$ cat src/rtl/clk_enable_pkg.sv
`default_nettype none
// ============================================================================
// Package  : clk_enable_pkg
// Purpose  : Shared FSM state type and reconfiguration validity rule for the
//            clk_enable_pll block.
// Contents : pll_state_t   - LOCKING / LOCKED state encoding
//            cfg_is_valid  - accept/reject rule for a channel reconfig
// Revision : 1.0 - initial release
// ============================================================================
package clk_enable_pkg;

    typedef enum logic [0:0] {
        ST_LOCKING = 1'b0,
        ST_LOCKED  = 1'b1
    } pll_state_t;

    localparam int c_CFG_CH_W = 3;

    // Arguments are zero-extended to 32 bits by the caller so the rule can be
    // shared by any ACC_W up to 32.
    function automatic logic cfg_is_valid(
        input logic [31:0]           mult,
        input logic [31:0]           div,
        input logic [31:0]           phase,
        input logic [c_CFG_CH_W-1:0] ch,
        input logic [31:0]           num_ch
    );
        return (div != 32'd0) && (mult <= div) && (phase < div) &&
               (32'(ch) < num_ch);
    endfunction

endpackage
`default_nettype wire

$ cat src/rtl/clk_enable_chan.sv
`default_nettype none
// ============================================================================
// Module   : clk_enable_chan
// Purpose  : One fractional clock-enable channel: holds mult/div/phase, a
//            phase accumulator and the registered enable flop.
// Ports    : clk      - reference clock (rising edge)
//            rst      - asynchronous active-high reset
//            i_wr     - write new config and preload accumulator with phase
//            i_load   - reload accumulator from stored phase, enable low
//            i_step   - advance accumulator by mult, emit enable on wrap
//            i_mult / i_div / i_phase - new config values
//            o_en     - clock-enable pulse
// Revision : 1.0 - initial release
// ============================================================================
module clk_enable_chan #(
    parameter int ACC_W     = 16,
    parameter int DEF_MULT  = 1,
    parameter int DEF_DIV   = 1,
    parameter int DEF_PHASE = 0
) (
    input  logic             clk,
    input  logic             rst,
    input  logic             i_wr,
    input  logic             i_load,
    input  logic             i_step,
    input  logic [ACC_W-1:0] i_mult,
    input  logic [ACC_W-1:0] i_div,
    input  logic [ACC_W-1:0] i_phase,
    output logic             o_en
);

    logic [ACC_W-1:0] r_mult;
    logic [ACC_W-1:0] r_div;
    logic [ACC_W-1:0] r_phase;
    logic [ACC_W-1:0] r_acc;
    logic             r_en;
    logic [ACC_W:0]   w_sum;

    // One extra bit so acc+mult never overflows before the compare.
    assign w_sum = {1'b0, r_acc} + {1'b0, r_mult};

    always_ff @(posedge clk or posedge rst) begin
        if (rst) begin
            r_mult  <= ACC_W'(DEF_MULT);
            r_div   <= ACC_W'(DEF_DIV);
            r_phase <= ACC_W'(DEF_PHASE);
            r_acc   <= ACC_W'(DEF_PHASE);
            r_en    <= 1'b0;
        end else if (i_wr) begin
            r_mult  <= i_mult;
            r_div   <= i_div;
            r_phase <= i_phase;
            r_acc   <= i_phase;
            r_en    <= 1'b0;
        end else if (i_load) begin
            r_acc   <= r_phase;
            r_en    <= 1'b0;
        end else if (i_step) begin
            if (w_sum >= {1'b0, r_div}) begin
                // acc < div and mult <= div, so the difference fits in ACC_W
                // bits and modular subtraction on the low bits is exact.
                r_acc <= w_sum[ACC_W-1:0] - r_div;
                r_en  <= 1'b1;
            end else begin
                r_acc <= w_sum[ACC_W-1:0];
                r_en  <= 1'b0;
            end
        end else begin
            r_en <= 1'b0;
        end
    end

    assign o_en = r_en;

endmodule
`default_nettype wire

$ cat src/rtl/clk_enable_pll.sv
`default_nettype none
// ============================================================================
// Module   : clk_enable_pll
// Purpose  : "Digital PLL" producing NUM_CH fractional clock-enable streams
//            from refclk. After reset or any accepted reconfiguration the
//            block relocks for LOCK_CYCLES cycles before enables are valid.
// Ports    : refclk    - only clock, rising edge
//            rst       - asynchronous active-high reset
//            cfg_valid - reconfig request
//            cfg_ready - high whenever LOCKED (request can be taken)
//            cfg_ch    - target channel
//            cfg_mult / cfg_div / cfg_phase - new ratio and phase
//            cfg_err   - one-cycle pulse on a rejected request
//            outclk_en - per-channel clock-enable pulses
//            locked    - enables are valid
// Revision : 1.0 - initial release
// ============================================================================
module clk_enable_pll
    import clk_enable_pkg::*;
#(
    parameter int NUM_CH      = 4,
    parameter int ACC_W       = 16,
    parameter int LOCK_CYCLES = 64,
    parameter int DEF_MULT    = 1,
    parameter int DEF_DIV     = 1,
    parameter int DEF_PHASE   = 0
) (
    input  logic              refclk,
    input  logic              rst,
    input  logic              cfg_valid,
    output logic              cfg_ready,
    input  logic [2:0]        cfg_ch,
    input  logic [ACC_W-1:0]  cfg_mult,
    input  logic [ACC_W-1:0]  cfg_div,
    input  logic [ACC_W-1:0]  cfg_phase,
    output logic              cfg_err,
    output logic [NUM_CH-1:0] outclk_en,
    output logic              locked
);

    localparam int                 c_CNT_W    = (LOCK_CYCLES > 1) ? $clog2(LOCK_CYCLES) : 1;
    localparam logic [c_CNT_W-1:0] c_CNT_LAST = c_CNT_W'(LOCK_CYCLES - 1);

    pll_state_t         r_state;
    logic [c_CNT_W-1:0] r_cnt;
    logic               r_locked;
    logic               r_cfg_err;

    logic               w_cfg_ok;
    logic               w_accept;
    logic               w_last;
    logic               w_step;
    logic               w_load;
    logic [NUM_CH-1:0]  w_en;

    assign w_cfg_ok = cfg_is_valid(32'(cfg_mult), 32'(cfg_div), 32'(cfg_phase),
                                   cfg_ch, 32'(NUM_CH));

    assign cfg_ready = (r_state == ST_LOCKED);
    assign w_accept  = cfg_valid && cfg_ready && w_cfg_ok;
    assign w_last    = (r_state == ST_LOCKING) && (r_cnt == c_CNT_LAST);

    // The final LOCKING edge already advances the accumulators so that the
    // first cycle with locked=1 carries a valid enable.
    assign w_step = ((r_state == ST_LOCKED) && !w_accept) || w_last;
    assign w_load = ((r_state == ST_LOCKING) && !w_last) || w_accept;

    always_ff @(posedge refclk or posedge rst) begin
        if (rst) begin
            r_state   <= ST_LOCKING;
            r_cnt     <= '0;
            r_locked  <= 1'b0;
            r_cfg_err <= 1'b0;
        end else begin
            case (r_state)
                ST_LOCKING: begin
                    r_cfg_err <= 1'b0;
                    if (w_last) begin
                        r_state  <= ST_LOCKED;
                        r_locked <= 1'b1;
                        r_cnt    <= '0;
                    end else begin
                        r_cnt <= r_cnt + c_CNT_W'(1);
                    end
                end
                ST_LOCKED: begin
                    if (w_accept) begin
                        r_state   <= ST_LOCKING;
                        r_locked  <= 1'b0;
                        r_cnt     <= '0;
                        r_cfg_err <= 1'b0;
                    end else begin
                        r_cfg_err <= cfg_valid && !w_cfg_ok;
                    end
                end
                default: begin
                    r_state   <= ST_LOCKING;
                    r_cnt     <= '0;
                    r_locked  <= 1'b0;
                    r_cfg_err <= 1'b0;
                end
            endcase
        end
    end

    generate
        for (genvar i = 0; i < NUM_CH; i++) begin : g_chan
            clk_enable_chan #(
                .ACC_W     (ACC_W),
                .DEF_MULT  (DEF_MULT),
                .DEF_DIV   (DEF_DIV),
                .DEF_PHASE (DEF_PHASE)
            ) u_chan (
                .clk     (refclk),
                .rst     (rst),
                .i_wr    (w_accept && (cfg_ch == 3'(i))),
                .i_load  (w_load),
                .i_step  (w_step),
                .i_mult  (cfg_mult),
                .i_div   (cfg_div),
                .i_phase (cfg_phase),
                .o_en    (w_en[i])
            );
        end
    endgenerate

    assign outclk_en = w_en;
    assign cfg_err   = r_cfg_err;
    assign locked    = r_locked;

endmodule
`default_nettype wire

$ cat config.mk
export PLATFORM = sky130hd
export DESIGN_NAME = clk_enable_pll
export DESIGN_NICKNAME = d
export VERILOG_FILES = /design/src/rtl/clk_enable_pkg.sv /design/src/rtl/clk_enable_chan.sv /design/src/rtl/clk_enable_pll.sv
export SDC_FILE = /design/constraint.sdc
export NUM_CORES = 1
export LEC_CHECK = 0
export CORE_UTILIZATION = 44
export CTS_BUF_LIST = sky130_fd_sc_hd__clkbuf_16
export CTS_CLUSTER_SIZE = 40
export DETAILED_ROUTE_END_ITERATION = 7
export PLACE_DENSITY = 0.67
export SYNTH_ARGS = -nofsm -noshare
export SYNTH_HDL_FRONTEND = slang
export SYNTH_SLANG_ARGS = --single-unit
$ cat constraint.sdc
create_clock -name refclk -period 11.27 [get_ports refclk]
set_input_delay 1.6905 -clock refclk [delete_from_list [all_inputs] [get_ports refclk]]
set_output_delay 1.6905 -clock refclk [all_outputs]
set_load 0.02 [all_outputs]
==> results.sh <==
export IMPL_synth_top_family_by_area="compound AO/OA/AOI/OAI gates"
export IMPL_fin_ws_ns=4.95
export IMPL_wl_met3_mm=2.53
export IMPL_yosysSeqAreaShare_pct=39.1
export IMPL_dp_cells=2327
export IMPL_cp_common_cell="buf_4"
export IMPL_required_ns=11.76
export IMPL_netlist_area_mm2=0.0172
export IMPL_gr_total_overflow=0
export IMPL_worst_pin_slew_ns=1.05
export IMPL_synthXorXnorAreaFrac_pct=4.93
export IMPL_dr_pass1_iters=5
export IMPL_synth_seq_cells=269
export IMPL_post_cts_resized=0
export IMPL_cts_sinks=269
export IMPL_initial_core_util_pct=44.6
export IMPL_end_kind="register"
export IMPL_ys_types=70
export IMPL_synth_simple_area_share_pct=13.3
export IMPL_rows=72
export IMPL_synth_edf_count=0
export IMPL_fin_crit_sh_pct=56.1
export IMPL_setup_viol_count_final=0
export IMPL_synthesis_nets=2022
export IMPL_synthMuxAreaShare_pct=8.65
export IMPL_wl_met1_mm=21.2
export IMPL_cts_hold_repair_buffers=0
export IMPL_drtIter0Drc=871
export IMPL_cts_setup_buffers=0
export IMPL_totalWireLength_mm=49.4
export IMPL_synthAdderAreaFrac_pct=12.5
export IMPL_drive_above_1_share_pct=9.60
export IMPL_fin_nets=2063
export IMPL_clkLatencyLatePin_ns=0.58
export IMPL_synth_cells=1800
export IMPL_place_hpwl_mm=35.9
export IMPL_io_pin_count=61
export IMPL_power_leakage_uw=0.00920
export IMPL_grt_use_total_pct=25.8
export IMPL_die_area_mm2=0.0400
export IMPL_finalHoldViolCount=0
export IMPL_multiInputGateArea_mm2=0.00970
export IMPL_post_drt_wl_per_cell_um=20.7
export IMPL_power_uw=6290
export IMPL_critical_path_max_stage_delay_ns=0.74
export IMPL_slew_viol_final=0
export IMPL_ys_warn_count=0
export IMPL_synth_ff_type="dfrtp_1"
export IMPL_crit_chain="clkdlybuf4s50_1, inv_1, ha_1, and3_1, a221oi_1, o221ai_1, o31a_1, nor4_4, nand2b_2, buf_4, inv_2, buf_4, nor2_2, a22oi_1, o21ai_0"
export IMPL_grt_setup_unrepaired="false"
export IMPL_fillCellCount=3576
export IMPL_setup_tns_ns=0
export IMPL_clkTransAtPathRegs_ns=0.06
export IMPL_port_buffers=60
export IMPL_cts_root_buffer="clkbuf_16"
export IMPL_num_vias=13700
export IMPL_ant_nets=0
export IMPL_status="completed"
export IMPL_finalClockSkew_ns=0.0115
export IMPL_antenna_found_initial=3
export IMPL_grt_max_degree=127
export IMPL_fin_cells=2383
export IMPL_dr_max_layer_used="met5"
export IMPL_min_path_type="register to register"
export IMPL_fmax_ghz=0.158
export IMPL_period_minus_slack_ns=6.32
export IMPL_core_area_mm2=0.0386
export IMPL_dieWidth_um=200
export IMPL_pre_cts_slack_ns=4.39
export IMPL_fp_dieH_um=200
export IMPL_viasPerCell=5.76
export IMPL_cts_tree="yes"
export IMPL_synthToLayoutAreaGrowth_pct=11.2
export IMPL_grt_first_pass_wirelength_mm=78.5
export IMPL_seq_area_mm2=0.00674
export IMPL_grt_pass1_vias=13900
export IMPL_wl_met2_mm=23.8
export IMPL_startpoint_type="primary input"
export IMPL_synth_compound_area_share_pct=16.8
export IMPL_cts_path_max_buffers=3
export IMPL_ys_async_sr_fraction_pct=100
export IMPL_cts_made_buffers=30
export IMPL_critical_path_class="primary input to register"
export IMPL_cp_max_fo=48
export IMPL_worst_path_max_delay_cell="clkdlybuf4s50_1"
export IMPL_p_per_area_mw_per_mm2=328
export IMPL_gp_congestion=0.934
export IMPL_cp_arrival_ns=6.81
export IMPL_htreeDepth=1
export IMPL_drc=0
export IMPL_maxSlewHeadroom_pct=29.9
export IMPL_ir_worst_vdd_uv=189
export IMPL_postSynthAreaPerCell_um2=9.57
export IMPL_cap_violations=0
state kept, by name (all words and copies together) (netlist names):
signal / flops
g_chan.u_chan.r_div: 64
g_chan.u_chan.o_en: 4
locked: 1
g_chan.u_chan.r_acc: 64
g_chan.u_chan.r_mult: 64
g_chan.u_chan.r_phase: 64
cfg_err: 1
cfg_ready: 1
r_cnt: 6
report_power, final:
part | internal (uW) | total [uW] | switching, uW
logic | 1600 | 3810 | 2220
clock network | 563 | 974 | 411
registers | 1330 | 1510 | 175
logic make-up (layout without fill, tap and decap cells):
group	after synthesis	in the layout
multiplexers	133	133
adder cells (fa/ha/maj)	168	168
XOR/XNOR	97	97
flip-flops	269	269
other	0	1
AO/OA/AOI/OAI	457	457
buffers and inverters	173	237
AND/OR/NAND/NOR	503	503
stage by stage:
step	hold slack, ns	utilization (%)	instance area [um^2]
after global routing	0.490	49.6	19200
after CTS	0.460	49.6	19200
after global placement	0.450	47.1	18200
after floorplan	0.437	-	17200
final	0.461	49.6	19200
after detailed placement	0.452	47.1	18200
routing by layer:
layer  global-route usage [%]  vias to the layer above
met3                     3.71                      113
met2                     43.6                      365
met1                     33.3                     6754
met4                     9.64                        2
met5                        0                        -
li1                         -                     6492
cell usage in the layout, fill, tap and decap left out, drive strengths merged, types with 19 or more instances in the layout:
master         netlist  layout
a211oi              19      19
a21o                33      33
a21oi              109     109
a22oi               23      23
clkbuf              19      31
clkdlybuf4s50        0      60
dfrtp              261     261
ha                 160     160
inv                110     113
mux2               104     104
mux2i               29      29
nand2              207     207
nand3               29      29
nor2               118     118
nor3                45      45
o21a                22      22
o21ai              137     137
xnor2               74      74
xor2                23      23
cell type report:
cell class              instances  share of cell area (%)
diodes                          1                  0.0131
multi-input cells            1358                    50.6
inverters                     110                    2.19
clock buffers                  31                    4.05
clock inverters                24                   0.992
repair buffers                 72                    3.60
well taps                     518                    3.38
flip-flops and latches        269                    35.2
Yosys cell counts (12+ instances only):
cell,number,area share (%)
a21oi_1,109,3.2
mux2_1,13,0.85
inv_1,108,2.4
buf_4,15,0.65
a22o_1,12,0.61
xor2_1,23,1.2
mux2i_1,29,1.7
nand4_1,18,0.65
a21o_1,33,1.4
o21a_1,22,0.96
buf_2,20,0.58
nor2_1,115,2.5
nand3_1,29,0.84
dfrtp_1,261,38
ha_1,160,12
nor3_1,45,1.3
mux2_2,83,5.4
o21bai_1,17,0.74
xnor2_1,74,3.8
o21ai_0,133,3.9
clkbuf_1,19,0.41
a22oi_1,23,1.0
a211oi_1,17,0.74
nor2b_1,18,0.65
nand2_1,207,4.5
and3_1,13,0.47
worst paths after layout:
path | startpoint | endpoint | slack (ns) | cells past startpoint
worst max-delay path | cfg_div[9] | g_chan[2].u_chan.r_acc[6] | 4.95 | 15
worst min-delay path | g_chan[0].u_chan.r_div[0] | g_chan[0].u_chan.r_div[0] | 0.46 | 2
worst max register to register | g_chan[3].u_chan.r_mult[7] | g_chan[3].u_chan.r_acc[13] | 5.82 | 19
worst min register to register | g_chan[0].u_chan.r_div[0] | g_chan[0].u_chan.r_div[0] | 0.46 | 2
max in group asynchronous | rst | g_chan[0].u_chan.r_mult[14] | 7.99 | 3
min in group asynchronous | rst | g_chan[2].u_chan.r_acc[3] | 1.70 | 2
critical path, delay by kind of cell:
kind | cells | cell delay (ns)
buffers and inverters | 5 | 2.18
AO/OA/AOI/OAI | 5 | 1.09
AND/OR/NAND/NOR | 4 | 1.46
adder cells (fa/ha/maj) | 1 | 0.32
Power figures use the tool's default switching activity.
